**config.mk**
```make
export PLATFORM = sky130hd
export DESIGN_NAME = tsmp_key_extract
export DESIGN_NICKNAME = d
export VERILOG_FILES = /design/src/rtl/tsmp_key_extract.sv
export SDC_FILE = /design/constraint.sdc
export NUM_CORES = 1
export LEC_CHECK = 0
export ABC_AREA = 1
export BUFFER_PORTS_ARGS = -buffer_cell sky130_fd_sc_hd__buf_2
export CORE_ASPECT_RATIO = 1.2
export CORE_MARGIN = 8
export CORE_UTILIZATION = 40
export DETAILED_ROUTE_END_ITERATION = 8
export PLACE_DENSITY = 0.67
export SLEW_MARGIN = 20
export SYNTH_ARGS = -nofsm -noshare
export SYNTH_HDL_FRONTEND = slang
export SYNTH_SLANG_ARGS = --single-unit
```
**constraint.sdc**
```tcl
create_clock -name i_clk -period 3.99 [get_ports i_clk]
set_input_delay 0.399 -clock i_clk [delete_from_list [all_inputs] [get_ports i_clk]]
set_output_delay 0.399 -clock i_clk [all_outputs]
set_load 0.05 [all_outputs]
```
**src/rtl/tsmp_key_extract.sv**
```systemverilog
// TSMP key extraction: issues one DMAC lookup key per frame, passes beats through,
// and joins lookup result with frame length. Optional ethertype filter: TSMP_KEY_FILTER_EN.
module tsmp_key_extract #(
  parameter int TIMEOUT_CYC = 16,
  parameter int LEN_W       = 11
) (
  input  logic              i_clk,
  input  logic              i_rst_n,
  input  logic              i_data_wr,
  input  logic [133:0]      iv_data,
  output logic              o_data_wr,
  output logic [133:0]      ov_data,
  output logic              o_tsmp_lookup_table_key_wr,
  output logic [47:0]       ov_tsmp_lookup_table_key,
  input  logic              i_tsmp_lookup_table_outport_wr,
  input  logic [32:0]       iv_tsmp_lookup_table_outport,
  output logic              o_fwd_desc_wr,
  output logic [LEN_W+32:0] ov_fwd_desc,
  output logic [15:0]       ov_timeout_cnt,
  output logic [15:0]       ov_trunc_cnt
);

  localparam int TW = $clog2(TIMEOUT_CYC + 1);
  localparam logic [LEN_W-1:0] LEN_MAX = '1;
  localparam logic [32:0] HOST_PORT = {1'b1, 32'h0};

  typedef enum logic [1:0] {
    IDLE_S,
    BODY_S,
    WAIT_RES_S
  } state_t;

  state_t           st_q, st_n;
  logic             flag_q, flag_n;
  logic [32:0]      port_q, port_n;
  logic [LEN_W-1:0] len_q, len_n;
  logic [TW-1:0]    tmr_q, tmr_n;
  logic             run_q, run_n;
  logic             key_wr_n, desc_wr_n;
  logic [32:0]      dport_n;
  logic [LEN_W-1:0] dlen_n;
  logic             to_inc, tr_inc;

  logic             head, tail, hit;
  logic [3:0]       inv;
  logic             cap, expire, fl_now;
  logic [32:0]      pt_now;
  logic [LEN_W:0]   acc_sum;
  logic [LEN_W-1:0] acc_len, head_len;

  assign head = i_data_wr & iv_data[133];
  assign tail = i_data_wr & iv_data[132];
  assign inv  = iv_data[131:128];

`ifdef TSMP_KEY_FILTER_EN
  assign hit = (iv_data[31:16] == 16'hFF01);
`else
  assign hit = 1'b1;
`endif

  assign head_len = tail ? LEN_W'(5'd16 - {1'b0, inv}) : LEN_W'(16);
  assign acc_sum  = {1'b0, len_q} + (LEN_W+1)'(16)
                  - (tail ? (LEN_W+1)'(inv) : '0);
  assign acc_len  = acc_sum[LEN_W] ? LEN_MAX : acc_sum[LEN_W-1:0];

  // first result wins; a running timer implies no result held yet
  assign cap    = (st_q != IDLE_S) & i_tsmp_lookup_table_outport_wr & ~flag_q;
  assign expire = run_q & (tmr_q == TW'(TIMEOUT_CYC))
                & ~i_tsmp_lookup_table_outport_wr;
  assign fl_now = flag_q | cap | expire;
  assign pt_now = flag_q ? port_q
                : (cap ? iv_tsmp_lookup_table_outport : '0);

  always_comb begin
    st_n      = st_q;
    flag_n    = flag_q;
    port_n    = port_q;
    len_n     = len_q;
    run_n     = run_q;
    tmr_n     = run_q ? tmr_q + 1'b1 : tmr_q;
    key_wr_n  = 1'b0;
    desc_wr_n = 1'b0;
    dport_n   = '0;
    dlen_n    = len_q;
    to_inc    = 1'b0;
    tr_inc    = 1'b0;
    unique case (st_q)
      IDLE_S: ;
      BODY_S: begin
        if (head) begin
          desc_wr_n = 1'b1;
          tr_inc    = 1'b1;
        end else begin
          flag_n = fl_now;
          port_n = pt_now;
          to_inc = expire;
          if (cap || expire) run_n = 1'b0;
          if (i_data_wr) len_n = acc_len;
          if (tail) begin
            if (fl_now) begin
              desc_wr_n = 1'b1;
              dport_n   = pt_now;
              dlen_n    = acc_len;
              flag_n    = 1'b0;
              st_n      = IDLE_S;
            end else begin
              st_n = WAIT_RES_S;
            end
          end
        end
      end
      WAIT_RES_S: begin
        if (fl_now) begin
          desc_wr_n = 1'b1;
          dport_n   = pt_now;
          to_inc    = expire;
          run_n     = 1'b0;
          flag_n    = 1'b0;
          st_n      = IDLE_S;
        end
      end
      default: st_n = IDLE_S;
    endcase
    // new frame: from idle, or a truncating head in the body
    if (head && st_q != WAIT_RES_S) begin
      flag_n   = ~hit;
      port_n   = hit ? '0 : HOST_PORT;
      len_n    = head_len;
      tmr_n    = '0;
      run_n    = hit;
      key_wr_n = hit;
      st_n     = tail ? WAIT_RES_S : BODY_S;
      if (tail && !hit && st_q == IDLE_S) begin
        desc_wr_n = 1'b1;
        dport_n   = HOST_PORT;
        dlen_n    = head_len;
        flag_n    = 1'b0;
        st_n      = IDLE_S;
      end
    end
  end

  always_ff @(posedge i_clk or negedge i_rst_n) begin
    if (!i_rst_n) begin
      st_q                       <= IDLE_S;
      flag_q                     <= 1'b0;
      port_q                     <= '0;
      len_q                      <= '0;
      tmr_q                      <= '0;
      run_q                      <= 1'b0;
      o_data_wr                  <= 1'b0;
      ov_data                    <= '0;
      o_tsmp_lookup_table_key_wr <= 1'b0;
      ov_tsmp_lookup_table_key   <= '0;
      o_fwd_desc_wr              <= 1'b0;
      ov_fwd_desc                <= '0;
      ov_timeout_cnt             <= '0;
      ov_trunc_cnt               <= '0;
    end else begin
      st_q                       <= st_n;
      flag_q                     <= flag_n;
      port_q                     <= port_n;
      len_q                      <= len_n;
      tmr_q                      <= tmr_n;
      run_q                      <= run_n;
      o_data_wr                  <= i_data_wr;
      ov_data                    <= iv_data;
      o_tsmp_lookup_table_key_wr <= key_wr_n;
      if (key_wr_n) ov_tsmp_lookup_table_key <= iv_data[127:80];
      o_fwd_desc_wr              <= desc_wr_n;
      if (desc_wr_n) ov_fwd_desc <= {dport_n, dlen_n};
      if (to_inc) ov_timeout_cnt <= ov_timeout_cnt + 16'd1;
      if (tr_inc) ov_trunc_cnt   <= ov_trunc_cnt + 16'd1;
    end
  end

endmodule
```
==> flow_summary_export.csv <==
group,metric,value,unit
clock_tree,cts_setup_buffers,0,
timing,setup_viol,0,
pwr,p_per_area,766.8,mW/mm²
clock_tree,cts_made_buffers,35,
synthesis,synth_edf_count,0,
global_route,grt_max_degree,115,
pwr,power_frac_clock,24.6,%
placement,preCtsSetupSlack,0.7393,ns
critical_path,cp_max_fo,20,
run_status,status,"finished, final reports clean",
route,dr.pass1.iters,5,
timing,fin_crit,3.269,ns
floorplan,design.die.area,0.03553,mm²
pwr,switchingPower,0.005847,W
pwr,switching_share,45.22,%
global_route,overflow,0,
synthesis,synth_area,0.01190,mm²
clock_tree,clk_pin_slew,0.06,ns
synthesis,ys_ff_latch,314,
flow_run,maxCapViolCount,0,
pwr,p_seq_share,33.8,%
pwr,vdd_ir_drop_max,0.5597,mV
timing,tns,0,ns
synthesis,syn_nets,1321,
clock_tree,clockBufferDepth,3,
synthesis,async_reset_ff_share,100.0,%
floorplan,rows,69,
timing,finClkSkew,0.02233,ns
route,finalWirelength,39090,µm
route,num_vias,10230,
synthesis,ys_types,36,
synthesis,ys.flop_type,"dfrtp_1",
placement,place.port_buffers,431,
timing,fmax,305.9,MHz
pwr,p_int,0.007084,W
synthesis,synth.avg_cell_area,10.56,µm²
critical_path,criticalPathCategory,"input pin to flop",
floorplan,die_h,204.9,µm
layout,drive_gt1_share,30.98,%
clock_tree,root_buffer,"clkbuf_16",
min_path,min_path_type,"input pin to flop",
floorplan,die_x,173.4,µm
timing,slew_headroom,35.69,%
global_route,grt_pass1_vias,11078,
timing,hold_violations,0,
placement,gp_congestion,0.8611,
clock_tree,cts.sinks,314,
layout,area_delta_synth_final,41.78,%
timing,post-route-period-util,81.93,%
critical_path,cp.arrival,3.65,ns
route,drt_iter0_drc,658,
timing,tightest_slew,0.9613,ns
route,drc,0,
route,wl_per_cell,18.54,µm
synthesis,yosysSeqAreaShare,66.06,%
synthesis,synthCells,1126,
clock_tree,cts_resized,0,
floorplan,floorplan.initialDensity,40.41,%
clock_tree,cts_max_level,2,
timing,setup_slack,0.7210,ns
route,ant_nets,0,
global_route,grt_pass1_wl,61180,µm
timing,drv_slew,0,
placement,dp_hpwl,26650,µm
critical_path,start_kind,"input pin",
pwr,comb_power_share,41.7,%
critical_path,required,4.37,ns
clock_tree,cts_tree,"yes",
critical_path,cp-end-kind,"flop",
layout,final_nets,1883,
timing,rsz0062_at_grt,"false",
global_route,track_usage,21.47,%
global_route,antenna_found_initial,7,
floorplan,ios,432,
floorplan,coreArea,0.02944,mm²
pwr,p_leak,8.825,nW
route,routed_via_density,4.853,
clock_tree,insertion_delay,0.53,ns
synthesis,synth_warnings,0,
==> cell usage after synthesis (2+ instances only) <==
cell	number	area share [%]
a21oi_1	22	0.93
a22oi_1	33	2.1
a31oi_1	2	0.11
buf_2	18	0.76
clkbuf_1	21	0.66
dfrtp_1	314	66
ha_1	23	2.4
inv_1	66	2.1
inv_2	8	0.25
nand2_1	374	12
nand2_2	8	0.42
nand3_1	37	1.6
nand3_2	3	0.25
nand3b_1	3	0.19
nand4_1	9	0.47
nor2_1	38	1.2
nor2_2	4	0.21
nor2_4	5	0.47
nor3_1	7	0.29
nor3_2	2	0.17
o21ai_0	45	1.9
o21ai_1	6	0.25
o31ai_1	35	2.2
xnor2_1	16	1.2
xor2_1	16	1.2
==> cell type report <==
cell class / instances / area, µm²
fillers: 2472 / 12570
flip-flops and latches: 314 / 7858
multi-input cells: 695 / 3563
repair buffers: 566 / 3521
clock buffers: 50 / 1022
well taps: 390 / 488.0
inverters: 76 / 286.5
clock inverters: 13 / 116.4
diodes: 4 / 10.01
==> stage by stage <==
step | instance area [µm²] | util [%] | power [W] | std cells | hold slack (ns)
floorplan | 11900 | - | 0.008205 | 1126 | 0.1034
global placement | 14460 | 49.10 | 0.009611 | 1915 | 0.4497
detailed placement | 14460 | 49.10 | 0.009699 | 1915 | 0.4570
CTS | 16850 | 57.25 | 0.01301 | 2104 | 0.005484
global route | 16860 | 57.29 | 0.01364 | 2108 | 0.01031
finish | 16860 | 57.29 | 0.01293 | 2108 | 0.03322
==> sequential cells by signal (all words and copies together) (netlist names) <==
register,flops
ov_data,134
ov_tsmp_lookup_table_key,48
ov_fwd_desc,44
port_q,33
ov_timeout_cnt,16
ov_trunc_cnt,16
len_q,11
tmr_q,5
st_q,2
flag_q,1
o_data_wr,1
o_fwd_desc_wr,1
o_tsmp_lookup_table_key_wr,1
run_q,1
==> worst max-delay path: stages <==
cell and delay (ns):
dlygate4sd3_1 0.53, buf_2 0.11, nand2_1 0.14, inv_1 0.23, nand2_1 0.09, ha_1 0.29
ha_1 0.19, inv_1 0.07, fa_1 0.39, inv_1 0.10, nand3_1 0.12, nand3_1 0.13
nand2_1 0.06, nand2_1 0.49, nand3_1 0.14, nand2_1 0.09, o21ai_0 0.09
==> logic make-up after synthesis <==
| logic type | count (synthesis) | synth area share, % |
|---|---|---|
| and+or+nand+nor | 494 | 17.42 |
| DFF | 314 | 66.06 |
| AOI/OAI and AO/OA | 145 | 7.595 |
| buffers and inverters | 117 | 3.987 |
| xor gates and xnor gates | 32 | 2.356 |
| adders and majority gates | 24 | 2.588 |
==> power by group through the flow <==
stage / registers [W] / logic (W) / clock network, W
after global placement: 0.00437 / 0.00525 / 0
after detailed placement: 0.00439 / 0.00531 / 0
after global routing: 0.00445 / 0.00582 / 0.00338
after CTS: 0.00435 / 0.00542 / 0.00324
after floorplan: 0.00619 / 0.00201 / 0
final: 0.00436 / 0.00539 / 0.00318
==> placed cells by master, fill, tap and decap left out, types with 3 or more instances in the layout <==
cell	netlist	final
buf_2	18	430
nand2_1	374	374
dfrtp_1	314	314
dlygate4sd3_1	0	126
inv_1	66	66
o21ai_0	45	45
nor2_1	38	38
nand3_1	37	37
o31ai_1	35	35
clkbuf_16	0	35
a22oi_1	33	33
ha_1	23	23
a21oi_1	22	22
xor2_1	16	16
xnor2_1	16	16
nand4_1	9	9
inv_2	8	9
clkbuf_8	0	9
nand2_2	8	8
nor3_1	7	7
inv_6	0	7
buf_4	1	7
o21ai_1	6	6
clkinv_2	1	6
clkbuf_1	21	6
nor2_4	5	5
diode_2	0	4
nor2_2	4	4
nand3b_1	3	3
nand3_2	3	3
==> what timing repair did <==
action / CTS / global route
endpoints found under the hold margin: 229 / 0
hold buffers: 126 / 0
endpoints found under the setup margin: 0 / 0
==> layer usage <==
metal,wire length (µm),GRT usage (%),vias to the layer above
li1,-,-,4770
met1,14760,24.03,5048
met4,1044,7.894,6
met3,3154,7.375,74
met2,20090,37.49,332
met5,41,0,-
==> path summary, 6_finish.rpt <==
kind | start | end | slack, ns | cells after the start
max | iv_data[132] | len_q[0] | 0.72 | 17
max in group asynchronous | i_rst_n | ov_tsmp_lookup_table_key[45] | 2.42 | 3
min | iv_data[133] | ov_data[133] | 0.03 | 1
min reg2reg | ov_tsmp_lookup_table_key[37] | ov_tsmp_lookup_table_key[37] | 0.47 | 2
min in group asynchronous | i_rst_n | ov_data[114] | 0.53 | 2
max reg2reg | len_q[1] | len_q[0] | 1.29 | 12
No activity file was read; power rests on OpenSTA's default activity.
